--- config.mk ---
export PLATFORM = sky130hd
export DESIGN_NAME = pixie_video_gen
export DESIGN_NICKNAME = d
export VERILOG_FILES = /design/src/rtl/pixie_video_gen.sv
export SDC_FILE = /design/constraint.sdc
export NUM_CORES = 1
export LEC_CHECK = 0
export BUFFER_PORTS_ARGS = -buffer_cell sky130_fd_sc_hd__buf_2
export CORE_MARGIN = 2
export CORE_UTILIZATION = 43
export CTS_CLUSTER_DIAMETER = 80
export DETAILED_ROUTE_END_ITERATION = 8
export SYNTH_ARGS = -nofsm -noshare
export SYNTH_HDL_FRONTEND = slang
export SYNTH_SLANG_ARGS = --single-unit
--- constraint.sdc ---
create_clock -name clk -period 2.4 [get_ports clk]
set_clock_uncertainty 0.1 [all_clocks]
set_input_delay 0.36 -clock clk [delete_from_list [all_inputs] [get_ports clk]]
set_output_delay 0.36 -clock clk [all_outputs]
set_load 0.01 [all_outputs]
--- src/rtl/pixie_video_gen.sv ---
// pixie_video_gen: raster timing generator and framebuffer pixel serialiser.
// Latency: every video/sync/blank/frame_start output trails the counter state by 3 clocks.
// Backpressure: none; the framebuffer must return fb_data exactly one clock after fb_read_en.
//
// Ports:
//   clk, reset              pixel clock, synchronous active-high reset
//   enable                  0 forces video to 0 (timing and fetches continue)
//   page_sel                requested page, sampled at frame start
//   fb_read_en/fb_addr      one-clock read strobe and {page, byte pointer} address
//   fb_data                 read data, valid the clock after fb_read_en
//   video, video_de         pixel code and active-area enable
//   hsync/vsync/csync       active-high syncs, csync = hsync ^ vsync
//   hblank/vblank           inverse of horizontal/vertical active
//   frame_start             one-clock pulse aligned with line 0, pixel 0
//   page_active             page currently being displayed
module pixie_video_gen #(
  parameter int H_ACTIVE  = 64,
  parameter int H_TOTAL   = 112,
  parameter int HS_START  = 80,
  parameter int HS_WIDTH  = 12,
  parameter int V_ACTIVE  = 128,
  parameter int V_TOTAL   = 262,
  parameter int VS_START  = 182,
  parameter int VS_HEIGHT = 16,
  parameter int BPP       = 1,
  parameter int PIX_REP   = 1,
  parameter int V_REP     = 1,
  parameter int ADDR_W    = 11
) (
  input  logic              clk,
  input  logic              reset,
  input  logic              enable,
  input  logic              page_sel,
  output logic              fb_read_en,
  output logic [ADDR_W-1:0] fb_addr,
  input  logic [7:0]        fb_data,
  output logic [BPP-1:0]    video,
  output logic              video_de,
  output logic              hsync,
  output logic              vsync,
  output logic              csync,
  output logic              hblank,
  output logic              vblank,
  output logic              frame_start,
  output logic              page_active
);

  localparam int HW     = $clog2(H_TOTAL + 1);
  localparam int VW     = $clog2(V_TOTAL + 1);
  localparam int PW     = ADDR_W - 1;
  localparam int PPB_LG = (BPP == 2) ? 2 : 3;   // log2 of pixels per byte

  localparam logic [1:0]    P_LAST     = 2'(PIX_REP - 1);
  localparam logic [1:0]    R_LAST     = 2'(V_REP - 1);
  localparam logic [HW-1:0] H_LAST     = HW'(H_TOTAL - 1);
  localparam logic [HW-1:0] H_ACT      = HW'(H_ACTIVE);
  localparam logic [HW-1:0] H_ACT_LAST = HW'(H_ACTIVE - 1);
  localparam logic [HW-1:0] HS_B       = HW'(HS_START);
  localparam logic [HW-1:0] HS_E       = HW'(HS_START + HS_WIDTH);
  localparam logic [VW-1:0] V_LAST     = VW'(V_TOTAL - 1);
  localparam logic [VW-1:0] V_ACT      = VW'(V_ACTIVE * V_REP);
  localparam logic [VW-1:0] VS_B       = VW'(VS_START);
  localparam logic [VW-1:0] VS_E       = VW'(VS_START + VS_HEIGHT);

  // Per-slot control bits carried down the pipeline next to the fetch.
  typedef struct packed {
    logic de;
    logic hb;
    logic vb;
    logic hs;
    logic vs;
    logic fs;
    logic adv;   // first clock of a new pixel slot
    logic pg;    // page in use for this frame
  } ctl_t;

  // Counter state
  logic [1:0]    p_q, p_d;
  logic [HW-1:0] h_q, h_d;
  logic [VW-1:0] v_q, v_d;
  logic [1:0]    r_q, r_d;
  logic [PW-1:0] ptr_q, ptr_d;
  logic [PW-1:0] line_start_q, line_start_d;
  logic          page_fetch_q, page_fetch_d;

  // Stage 1: fetch request and control
  logic              rd_q, rd_d;
  logic [ADDR_W-1:0] addr_q, addr_d;
  ctl_t              ctl1_q, ctl1_d;

  // Stage 2: read data arrives
  logic ld_q, ld_d;
  ctl_t ctl2_q, ctl2_d;

  // Stage 3: output registers
  logic [7:0]     sr_q, sr_d;
  logic [BPP-1:0] video_q, video_d;
  logic           de_q, de_d;
  logic           hs_q, hs_d;
  logic           vs_q, vs_d;
  logic           cs_q, cs_d;
  logic           hb_q, hb_d;
  logic           vb_q, vb_d;
  logic           fs_q, fs_d;
  logic           pa_q, pa_d;

  // Combinational helpers
  logic p_end, h_wrap, v_wrap;
  logic h_act, v_act, act, first, page_now, fetch;
  ctl_t ctl0;

  always_comb begin
    p_end  = (p_q == P_LAST);
    h_wrap = p_end && (h_q == H_LAST);
    v_wrap = h_wrap && (v_q == V_LAST);

    p_d = p_end ? 2'd0 : p_q + 2'd1;
    h_d = h_q;
    if (p_end) h_d = (h_q == H_LAST) ? '0 : h_q + HW'(1);
    v_d = v_q;
    r_d = r_q;
    if (h_wrap) begin
      v_d = v_wrap ? '0 : v_q + VW'(1);
      r_d = (v_wrap || r_q == R_LAST) ? 2'd0 : r_q + 2'd1;
    end

    h_act = (h_q < H_ACT);
    v_act = (v_q < V_ACT);
    act   = h_act && v_act;
    first = (p_q == 2'd0) && (h_q == '0) && (v_q == '0);

    // page_sel is looked at only on the very first slot of a frame, so the
    // whole frame (fetch address and displayed page) uses one page.
    page_now     = first ? page_sel : page_fetch_q;
    page_fetch_d = page_now;

    fetch = act && (p_q == 2'd0) && (h_q[PPB_LG-1:0] == '0);

    ptr_d        = ptr_q;
    line_start_d = line_start_q;
    if (fetch) ptr_d = ptr_q + PW'(1);
    // Last clock of an active line: no fetch happens here, so ptr_q is
    // already the start of the following framebuffer line.
    if (act && p_end && (h_q == H_ACT_LAST)) begin
      if (r_q != R_LAST) ptr_d = line_start_q;
      else               line_start_d = ptr_q;
    end
    if (v_wrap) begin
      ptr_d        = '0;
      line_start_d = '0;
    end

    rd_d   = fetch;
    addr_d = fetch ? {page_now, ptr_q} : addr_q;

    ctl0.de  = act;
    ctl0.hb  = !h_act;
    ctl0.vb  = !v_act;
    ctl0.hs  = (h_q >= HS_B) && (h_q < HS_E);
    ctl0.vs  = (v_q >= VS_B) && (v_q < VS_E);
    ctl0.fs  = first;
    ctl0.adv = (p_q == 2'd0);
    ctl0.pg  = page_now;
    ctl1_d   = ctl0;

    ld_d   = rd_q;
    ctl2_d = ctl1_q;

    // The top BPP bits of sr always hold the pixel currently on screen.
    sr_d = sr_q;
    if (ld_q)            sr_d = fb_data;
    else if (ctl2_q.adv) sr_d = sr_q << BPP;

    video_d = (ctl2_q.de && enable) ? sr_d[7 -: BPP] : '0;
    de_d    = ctl2_q.de;
    hs_d    = ctl2_q.hs;
    vs_d    = ctl2_q.vs;
    cs_d    = ctl2_q.hs ^ ctl2_q.vs;
    hb_d    = ctl2_q.hb;
    vb_d    = ctl2_q.vb;
    fs_d    = ctl2_q.fs;
    pa_d    = ctl2_q.fs ? ctl2_q.pg : pa_q;
  end

  always_ff @(posedge clk) begin
    if (reset) begin
      p_q          <= '0;
      h_q          <= '0;
      v_q          <= '0;
      r_q          <= '0;
      ptr_q        <= '0;
      line_start_q <= '0;
      page_fetch_q <= 1'b0;
      rd_q         <= 1'b0;
      addr_q       <= '0;
      ctl1_q       <= '0;
      ld_q         <= 1'b0;
      ctl2_q       <= '0;
      sr_q         <= '0;
      video_q      <= '0;
      de_q         <= 1'b0;
      hs_q         <= 1'b0;
      vs_q         <= 1'b0;
      cs_q         <= 1'b0;
      hb_q         <= 1'b0;
      vb_q         <= 1'b0;
      fs_q         <= 1'b0;
      pa_q         <= 1'b0;
    end else begin
      p_q          <= p_d;
      h_q          <= h_d;
      v_q          <= v_d;
      r_q          <= r_d;
      ptr_q        <= ptr_d;
      line_start_q <= line_start_d;
      page_fetch_q <= page_fetch_d;
      rd_q         <= rd_d;
      addr_q       <= addr_d;
      ctl1_q       <= ctl1_d;
      ld_q         <= ld_d;
      ctl2_q       <= ctl2_d;
      sr_q         <= sr_d;
      video_q      <= video_d;
      de_q         <= de_d;
      hs_q         <= hs_d;
      vs_q         <= vs_d;
      cs_q         <= cs_d;
      hb_q         <= hb_d;
      vb_q         <= vb_d;
      fs_q         <= fs_d;
      pa_q         <= pa_d;
    end
  end

  assign fb_read_en  = rd_q;
  assign fb_addr     = addr_q;
  assign video       = video_q;
  assign video_de    = de_q;
  assign hsync       = hs_q;
  assign vsync       = vs_q;
  assign csync       = cs_q;
  assign hblank      = hb_q;
  assign vblank      = vb_q;
  assign frame_start = fs_q;
  assign page_active = pa_q;

endmodule

==> Implementation_results.wiki, run 1 <==
{| class="wikitable"
! Metric !! Value
|-
| Mapped Cells || about 380
|-
| Wire length of the first global-routing pass || 11450 um
|-
| EDFF count, synth || 0
|-
| Hold-fix buffer count after cts || 0
|-
| Top cells by area in the synthesized netlist || sky130_fd_sc_hd__dfxtp_1 49%, sky130_fd_sc_hd__mux2i_1 6.2%, sky130_fd_sc_hd__nor2_1 5.4%
|-
| Met2 Resource Use GR || 26.06%
|-
| Total nets after synthesis || 404
|-
| Post-CTS Resized || 0
|-
| Area overhead of the layout relative to synthesis || 13.60%
|-
| Worst Path Required || approximately 2.6 ns
|-
| Hold Path Stages || 3
|-
| Post-route setup slack || ~0.36 ns
|-
| Arrival time at the worst endpoint || 2.23 ns
|-
| # Post-CTS Setup Buffers || 0
|-
| Number of nets in the final layout || 433
|-
| Clock latency on the worst-skew pair || 0.35 ns
|-
| Number of different library cells in the post-synthesis netlist || 45
|-
| Proportion of register bits with asynchronous set or reset after synthesis || 0%
|-
| Number of filler instances in the final layout || 790
|-
| Y dimension of the die || roughly 95 um
|-
| Start of the worst register-to-register path || h_q[2]$_SDFFE_PP0N_
|-
| Sequential cell fraction of total power || 55.3%
|-
| Max-cap violation count || 0
|-
| Combinational group share of total power || 6.3%
|-
| Final Hold Violating Endpoints || 0
|-
| Startpoint of the most critical hold path || fb_data[6]
|-
| Worst VDD drop || 289.7 uV
|-
| Clk Tree Root Cell || sky130_fd_sc_hd__clkbuf_8
|-
| Setup TNS || 0 ns
|-
| Worst-case register-to-register setup slack || 0.36 ns
|-
| Internal power || approximately 2.0 mW
|-
| Maximum number of pins on one net before global-route repair || 57
|-
| Pleak || roughly 1.5 nW
|-
| Initial cell density of the core || a little over two fifths
|-
| Run status || finished clean
|-
| Via count of the first global-routing pass || ~2400
|-
| Number of violations reported at the end of detailed-routing iteration 0 || 139
|-
| Number of vias after detailed routing || 2674
|-
| Worst-case setup slack after placement || 0.3736 ns
|-
| Number of antenna violations at the first check in global routing || 0
|-
| Final critical-path share of the clock period || 85.19%
|-
| Biggest fanout along the worst timing path || 8
|-
| Count of final setup violators || 0
|-
| Post-DR wirelength/cell || 12.75 um
|-
| Maximum achievable frequency || 489.1 MHz
|-
| #FFs+latches synth || 86
|-
| Flip-flop cell with the highest count after synthesis || sky130_fd_sc_hd__dfxtp_1
|-
| Depth of the worst register-to-register path || 4
|-
| Yosys warns || 0
|-
| Time the worst path needs with I/O delays and setup || 2.045 ns
|-
| End point of the worst hold path || sr_q[6]$_SDFFE_PP0P_
|-
| Cell type contributing the most total cell area after synthesis || sky130_fd_sc_hd__dfxtp_1
|-
| Share of the synthesized area in the top cell type || 48.74%
|-
| Average vias per placed instance || 5.113
|-
| Sum of net half-perimeters after detailed placement || 4501 um
|-
| Switching power total || 684.3 uW
|-
| Antenna fix cells || 0
|-
| Die W || around 95 um
|-
| Total Die Area || 0.008955 mm2
|-
| Met3 usage in global routing || 4.789%
|-
| Slew at the pin closest to its max-slew limit || approximately 0.48 ns
|-
| Path class of the lowest-slack min-delay path || input port to flop
|-
| GRT Total Usage || around 16%
|-
| CTS tree || built
|-
| Sequential share of the synthesized area || a little under 50%
|-
| Mapped Avg Cell Area || 9.198 um2
|-
| Start-to-end type of the worst setup path || flop to flop
|-
| CORE AREA || 0.008093 mm2
|-
| Antenna Violating Nets Remaining || 0
|-
| Crit path capture type || flop
|-
| Total DRC errors in the routed layout || 0
|-
| Final weighted congestion in routability-driven placement || 0.7801
|-
| Proportion of layout cells with a drive suffix above 1 || 16.99%
|-
| Worst slew margin relative to its limit || 68.14%
|-
| Number of max-slew violations in the final report || 0
|-
| WL final || 6666 um
|-
| Setup repair after global routing missed its margin || no
|-
| Startpoint Class || flop
|-
| Number of placement rows || 33
|-
| Met1 track utilization from global routing || 21.55%
|-
| Deepest clock path buffer count || 2
|-
| Clk slew on worst S/H paths || roughly 0.090 ns
|-
| Most Used Layer, Global Route || met2
|-
| Clock sink count || 86
|-
| Number of buffers inserted during clock tree synthesis || 9
|-
| Total overflow reported by the global router || 0
|-
| Synthesized area || 0.003532 mm2
|-
| Initial DRT Pass Iterations || 4
|-
| Count of boundary I/O pins || 33
|-
| Switch share || 25.17%
|-
| Cell Pwr Density || a little under 700 mW/mm2
|-
| Port buffer count || 32
|-
| Terminus of the critical flop-to-flop path || v_q[6]$_SDFFE_PP0P_
|-
| Clk network pwr share || 38.4%
|-
| H-tree Lvls || 3
|}
## power groups by stage
stage | clock (mW) | combinational, mW | sequential [mW]
after floorplan | 0 | 0.126 | 1.53
after global placement | 0 | 0.172 | 1.54
after detailed placement | 0 | 0.175 | 1.54
after CTS | 1.07 | 0.176 | 1.50
after global routing | 1.14 | 0.197 | 1.51
final | 1.04 | 0.171 | 1.50
## through the flow
stage	instance area (um2)	hold WS [ns]	utilization, %	instances	power, mW
finish	4013	0.1269	49.58	523	2.718
global placement	3810	0.3080	47.08	507	1.708
CTS	4013	0.1180	49.58	523	2.752
global route	4013	0.1187	49.58	523	2.844
detailed placement	3810	0.3082	47.08	507	1.713
floorplan	3532	0.2975	-	384	1.653
## metal layers
metal	wire (um)	part of all wire [%]
met1	3364	50
met2	2926	44
met3	301	4.5
met4	74	1.1
met5	0	0
## cell families after synthesis
family / count (synthesis) / synth area share (%)
mux: 23 / 6.553
simple gates: 163 / 24.09
xor+xnor: 18 / 4.463
compound gates: 48 / 8.538
flops: 86 / 48.74
buf+inv: 38 / 4.782
fa+ha+maj: 8 / 2.834
## cells in the mapped netlist (8+ instances only)
| cell | number |
|---|---|
| sky130_fd_sc_hd__inv_1 | 11 |
| sky130_fd_sc_hd__nand2_1 | 32 |
| sky130_fd_sc_hd__nor2_1 | 51 |
| sky130_fd_sc_hd__nor2b_1 | 19 |
| sky130_fd_sc_hd__ha_1 | 8 |
| sky130_fd_sc_hd__nand3_1 | 12 |
| sky130_fd_sc_hd__clkbuf_1 | 18 |
| sky130_fd_sc_hd__xnor2_1 | 13 |
| sky130_fd_sc_hd__a21oi_1 | 27 |
| sky130_fd_sc_hd__dfxtp_1 | 86 |
| sky130_fd_sc_hd__mux2i_1 | 22 |
| sky130_fd_sc_hd__a211oi_1 | 8 |
| sky130_fd_sc_hd__nor3_1 | 9 |
## state kept, by name, summed over array words and instances (netlist names), 2 cells and up
signal,flops
v_q,9
p_q,2
sr_q,8
h_q,7
ctl1_q,8
r_q,2
line_start_q,10
ptr_q,10
ctl2_q,2
fb_addr,11
## critical path, cell delays in order (launching register included)
cell and delay [ns]:
sky130_fd_sc_hd__dfxtp_1 0.49, sky130_fd_sc_hd__and4_1 0.35, sky130_fd_sc_hd__nand3_1 0.31, sky130_fd_sc_hd__or4_1 0.59
sky130_fd_sc_hd__a21oi_1 0.14
## placed cells by master (no fill, tap or decap), types with 2 or more instances in the layout
cell type | Yosys | layout
sky130_fd_sc_hd__buf_2 | 5 | 32
sky130_fd_sc_hd__nor4_2 | 3 | 3
sky130_fd_sc_hd__or3_1 | 3 | 3
sky130_fd_sc_hd__o21ai_0 | 3 | 3
sky130_fd_sc_hd__a211oi_2 | 3 | 3
sky130_fd_sc_hd__a211oi_1 | 8 | 8
sky130_fd_sc_hd__dfxtp_1 | 86 | 86
sky130_fd_sc_hd__xor2_1 | 5 | 5
sky130_fd_sc_hd__ha_1 | 8 | 8
sky130_fd_sc_hd__o41ai_1 | 2 | 2
sky130_fd_sc_hd__nor3b_1 | 2 | 2
sky130_fd_sc_hd__clkbuf_8 | 0 | 9
sky130_fd_sc_hd__nor3_1 | 9 | 9
sky130_fd_sc_hd__inv_6 | 0 | 4
sky130_fd_sc_hd__xnor2_1 | 13 | 13
sky130_fd_sc_hd__nand3_1 | 12 | 12
sky130_fd_sc_hd__buf_4 | 1 | 12
sky130_fd_sc_hd__nand2b_1 | 2 | 2
sky130_fd_sc_hd__nand4b_1 | 3 | 3
sky130_fd_sc_hd__nor4_1 | 4 | 4
sky130_fd_sc_hd__a21oi_1 | 27 | 27
sky130_fd_sc_hd__mux2i_1 | 22 | 22
sky130_fd_sc_hd__nand3b_1 | 2 | 2
sky130_fd_sc_hd__and3_1 | 3 | 3
sky130_fd_sc_hd__nand2_1 | 32 | 32
sky130_fd_sc_hd__and4_1 | 3 | 3
sky130_fd_sc_hd__nor2_1 | 51 | 51
sky130_fd_sc_hd__inv_1 | 11 | 11
sky130_fd_sc_hd__nor2b_1 | 19 | 19
sky130_fd_sc_hd__nand4_1 | 7 | 7
## area by class of cell
cell class	instances	area, um2	area share (%)
Clock inverter	7	78.83	1.964
Tap cell	105	131.4	3.274
Multi-Input combinational cell	260	1645	41.00
Sequential cell	86	1722	42.91
Inverter	11	41.29	1.029
Timing Repair Buffer	45	270.3	6.735
Clock buffer	9	123.9	3.087
## worst max path at each step
stage                              from                  end  slack, ns  depth (start not counted)
CTS                 h_q[2]$_SDFFE_PP0N_  v_q[6]$_SDFFE_PP0P_       0.35                          4
global route        h_q[0]$_SDFFE_PP0N_  r_q[0]$_SDFFE_PP0P_       0.19                          6
detailed placement  h_q[2]$_SDFFE_PP0N_  v_q[6]$_SDFFE_PP0P_       0.37                          4
finish              h_q[2]$_SDFFE_PP0N_  v_q[6]$_SDFFE_PP0P_       0.36                          4
floorplan             p_q[0]$_SDFF_PP0_  ptr_q[7]$_SDFF_PP0_       0.53                          7
global placement    h_q[2]$_SDFFE_PP0N_  v_q[6]$_SDFFE_PP0P_       0.39                          4
No activity file was read; power rests on OpenSTA's default activity.
==> inputs of run 2 (changes only) <==
--- a/config.mk
+++ b/config.mk
@@ -10,6 +10,8 @@
 export CORE_UTILIZATION = 43
 export CTS_CLUSTER_DIAMETER = 80
 export DETAILED_ROUTE_END_ITERATION = 8
+export PLACE_DENSITY = 0.62
+export SLEW_MARGIN = 25
 export SYNTH_ARGS = -nofsm -noshare
 export SYNTH_HDL_FRONTEND = slang
 export SYNTH_SLANG_ARGS = --single-unit
==> run 2 against run 1 <==
Effect of this change:
- register-to-register slack lost 0.06 ns
- flip-flop and latch count did not move
- power is 0.98% lower
- maximum frequency fell by 2.9%
- worst setup slack got worse by 0.061 ns
- clock power hardly changed
- via count fell by 1.7%
- non-clock buffer count down 3
- wire length decreased by 2.7%
- sequential share of layout area is 0.17 points higher
- largest power group unchanged
- highest routed layer unchanged
==> Implementation_results.wiki, run 2 (synthesis gave the netlist of run 1 again) <==
{| class="wikitable"
! Metric !! Value
|-
| Run status || finished clean
|-
| # Post-CTS Setup Buffers || 0
|-
| Antenna fix cells || 0
|-
| Total chip power || between 2 and 3 mW
|-
| Final Hold Violating Endpoints || 0
|-
| Number of nets in the final layout || between 400 and 500
|-
| Worst VDD drop || between 200 and 300 uV
|-
| Leading cell type in the layout, fill and taps excluded || sky130_fd_sc_hd__dfxtp_1
|-
| Clk network pwr share || 37.8%
|-
| Cell Pwr Density || between 600 and 700 mW/mm2
|-
| Startpoint Class || flop
|-
| Hold WS || 0.1399 ns
|-
| Slew at the pin closest to its max-slew limit || 0.5315 ns
|-
| Y dimension of the die || 94.63 um
|-
| WL final || ~6500 um
|-
| Clock sink count || 86
|-
| Ordered cell list for the critical path || ha_1 > nor2b_1 > nand3_1 > or4_1 > a21oi_1
|-
| Maximum achievable frequency || 475.0 MHz
|-
| Maximum number of pins on one net before global-route repair || 50
|-
| Crit path capture type || flop
|-
| CTS tree || built
|-
| Average vias per placed instance || 5.064
|-
| Final critical-path share of the clock period || slightly below 90%
|-
| GRT Total Usage || around 16%
|-
| Worst slew margin relative to its limit || 64.48%
|-
| Proportion of layout cells with a drive suffix above 1 || ~16%
|-
| Worst path buffer plus inverter count || 0
|-
| Time the worst path needs with I/O delays and setup || 2.105 ns
|-
| Clk slew on worst S/H paths || 0.09 ns
|-
| Count of boundary I/O pins || 33
|-
| Internal power || between 2 and 2.5 mW
|-
| Critical path's largest stage delay || 0.57 ns
|-
| Start-to-end type of the worst setup path || flop to flop
|-
| Max-cap violation count || 0
|-
| Deepest clock path buffer count || 2
|-
| Sequential cell fraction of total power || 55.8%
|-
| Worst Path Required || 2.58 ns
|-
| Setup TNS || 0 ns
|-
| Arrival time at the worst endpoint || 2.29 ns
|-
| CORE AREA || approximately 0.0081 mm2
|-
| Number of max-slew violations in the final report || 0
|-
| Number of antenna violations at the first check in global routing || 0
|-
| Area overhead of the layout relative to synthesis || 13.14%
|-
| Switching power total || 642.0 uW
|-
| Hold-fix buffer count after cts || 0
|-
| Pleak || about 1.5 nW
|-
| Wire length of the first global-routing pass || approximately 11000 um
|-
| Post-DR wirelength/cell || 12.49 um
|-
| H-tree Lvls || 3
|-
| Initial DRT Pass Iterations || 4
|-
| Initial cell density of the core || 43.65%
|-
| Sum of net half-perimeters after detailed placement || 4475 um
|-
| Combinational group share of total power || 6.3%
|-
| Via count of the first global-routing pass || around 2400
|-
| Placed cell areas || 0.003800 mm2
|-
| Number of buffers inserted during clock tree synthesis || 9
|-
| Commonest cells after routing, fill and taps aside || 86 x sky130_fd_sc_hd__dfxtp_1, 51 x sky130_fd_sc_hd__nor2_1, 32 x sky130_fd_sc_hd__nand2_1, 32 x sky130_fd_sc_hd__buf_2, 27 x sky130_fd_sc_hd__a21oi_1
|-
| Die W || 94.63 um
|-
| Non-Filler Cell Area, Final || 0.003996 mm2
|-
| Count of final setup violators || 0
|-
| Clock latency on the worst-skew pair || 0.34 ns
|-
| Number of vias after detailed routing || between 2000 and 3000
|-
| Switch share || 23.85%
|-
| Final weighted congestion in routability-driven placement || approximately 0.77
|-
| Crit-path leading delay family || simple AND/OR/NAND/NOR gates
|-
| Biggest fanout along the worst timing path || 7
|-
| Worst-case setup slack after placement || 0.3150 ns
|-
| Setup repair after global routing missed its margin || no
|-
| Worst path slowest cell || sky130_fd_sc_hd__or4_1
|-
| Total DRC errors in the routed layout || 0
|-
| Antenna Violating Nets Remaining || 0
|-
| Clk Tree Root Cell || sky130_fd_sc_hd__clkbuf_8
|-
| Post-route setup slack || approximately 0.29 ns
|-
| Number of filler instances in the final layout || 786
|-
| Path class of the lowest-slack min-delay path || input port to flop
|-
| Total Die Area || between 0.008 and 0.009 mm2
|-
| Max FFs per register || 11
|-
| Port buffer count || 32
|-
| Total overflow reported by the global router || 0
|-
| Number of placement rows || 33
|-
| Post-CTS Resized || 0
|-
| Number of violations reported at the end of detailed-routing iteration 0 || between 100 and 150
|}
==> run 2: cell types whose count changed in the layout (fill, tap and decap cells not counted) <==
cell,delta
sky130_fd_sc_hd__buf_12,+1
sky130_fd_sc_hd__buf_4,-4
sky130_fd_sc_hd__clkbuf_1,+1
sky130_fd_sc_hd__clkbuf_8,+1
sky130_fd_sc_hd__clkinv_2,-1
sky130_fd_sc_hd__clkinv_4,-1
sky130_fd_sc_hd__clkinvlp_4,+1
sky130_fd_sc_hd__inv_6,-2
==> run 2: power groups by stage <==
stage / combinational (mW) / clock [mW] / sequential [mW]
finish: 0.171 / 1.02 / 1.50
CTS: 0.173 / 1.04 / 1.50
global placement: 0.171 / 0 / 1.54
floorplan: 0.126 / 0 / 1.53
global route: 0.197 / 1.11 / 1.51
detailed placement: 0.173 / 0 / 1.54
==> run 2: area by class of cell <==
class                   instances  area (um2)  share of cell area [%]
inverters                      11       41.29                   1.033
clock inverters                 4       55.05                   1.378
repair buffers                 42       260.3                   6.512
well taps                     105       131.4                   3.287
clock buffers                  11       141.4                   3.538
multi-input cells             260        1645                   41.17
flip-flops and latches         86        1722                   43.08
==> run 2: through the flow <==
stage / utilization, % / instances
finish: 49.38 / 519
global route: 49.38 / 519
CTS: 49.38 / 519
detailed placement: 46.95 / 504
global placement: 46.95 / 504
floorplan: - / 384
==> run 2: worst register-to-register path: cells and delay by family, from the launching register on <==
kind,cells,cell delay (ns)
simple gates,3,1.16
compound gates,1,0.15
fa+ha+maj,1,0.23
flops,1,0.41
==> run 2: final timing paths <==
| path | slack (ns) | from | to | cells after the start |
|---|---|---|---|---|
| min reg2reg | 0.31 | p_q[0]$_SDFF_PP0_ | p_q[0]$_SDFF_PP0_ | 1 |
| min | 0.14 | fb_data[6] | sr_q[6]$_SDFFE_PP0P_ | 3 |
| max | 0.29 | h_q[0]$_SDFFE_PP0N_ | v_q[6]$_SDFFE_PP0P_ | 5 |
| max reg2reg | 0.29 | h_q[0]$_SDFFE_PP0N_ | v_q[6]$_SDFFE_PP0P_ | 5 |
==> run 2: metal layers <==
metal	global-route usage, %	share of wire (%)	vias up
met3	3.113	2.8	6
met4	5.797	1.2	0
met2	25.06	43	34
met5	0	0	-
li1	-	-	1365
met1	21.40	53	1223
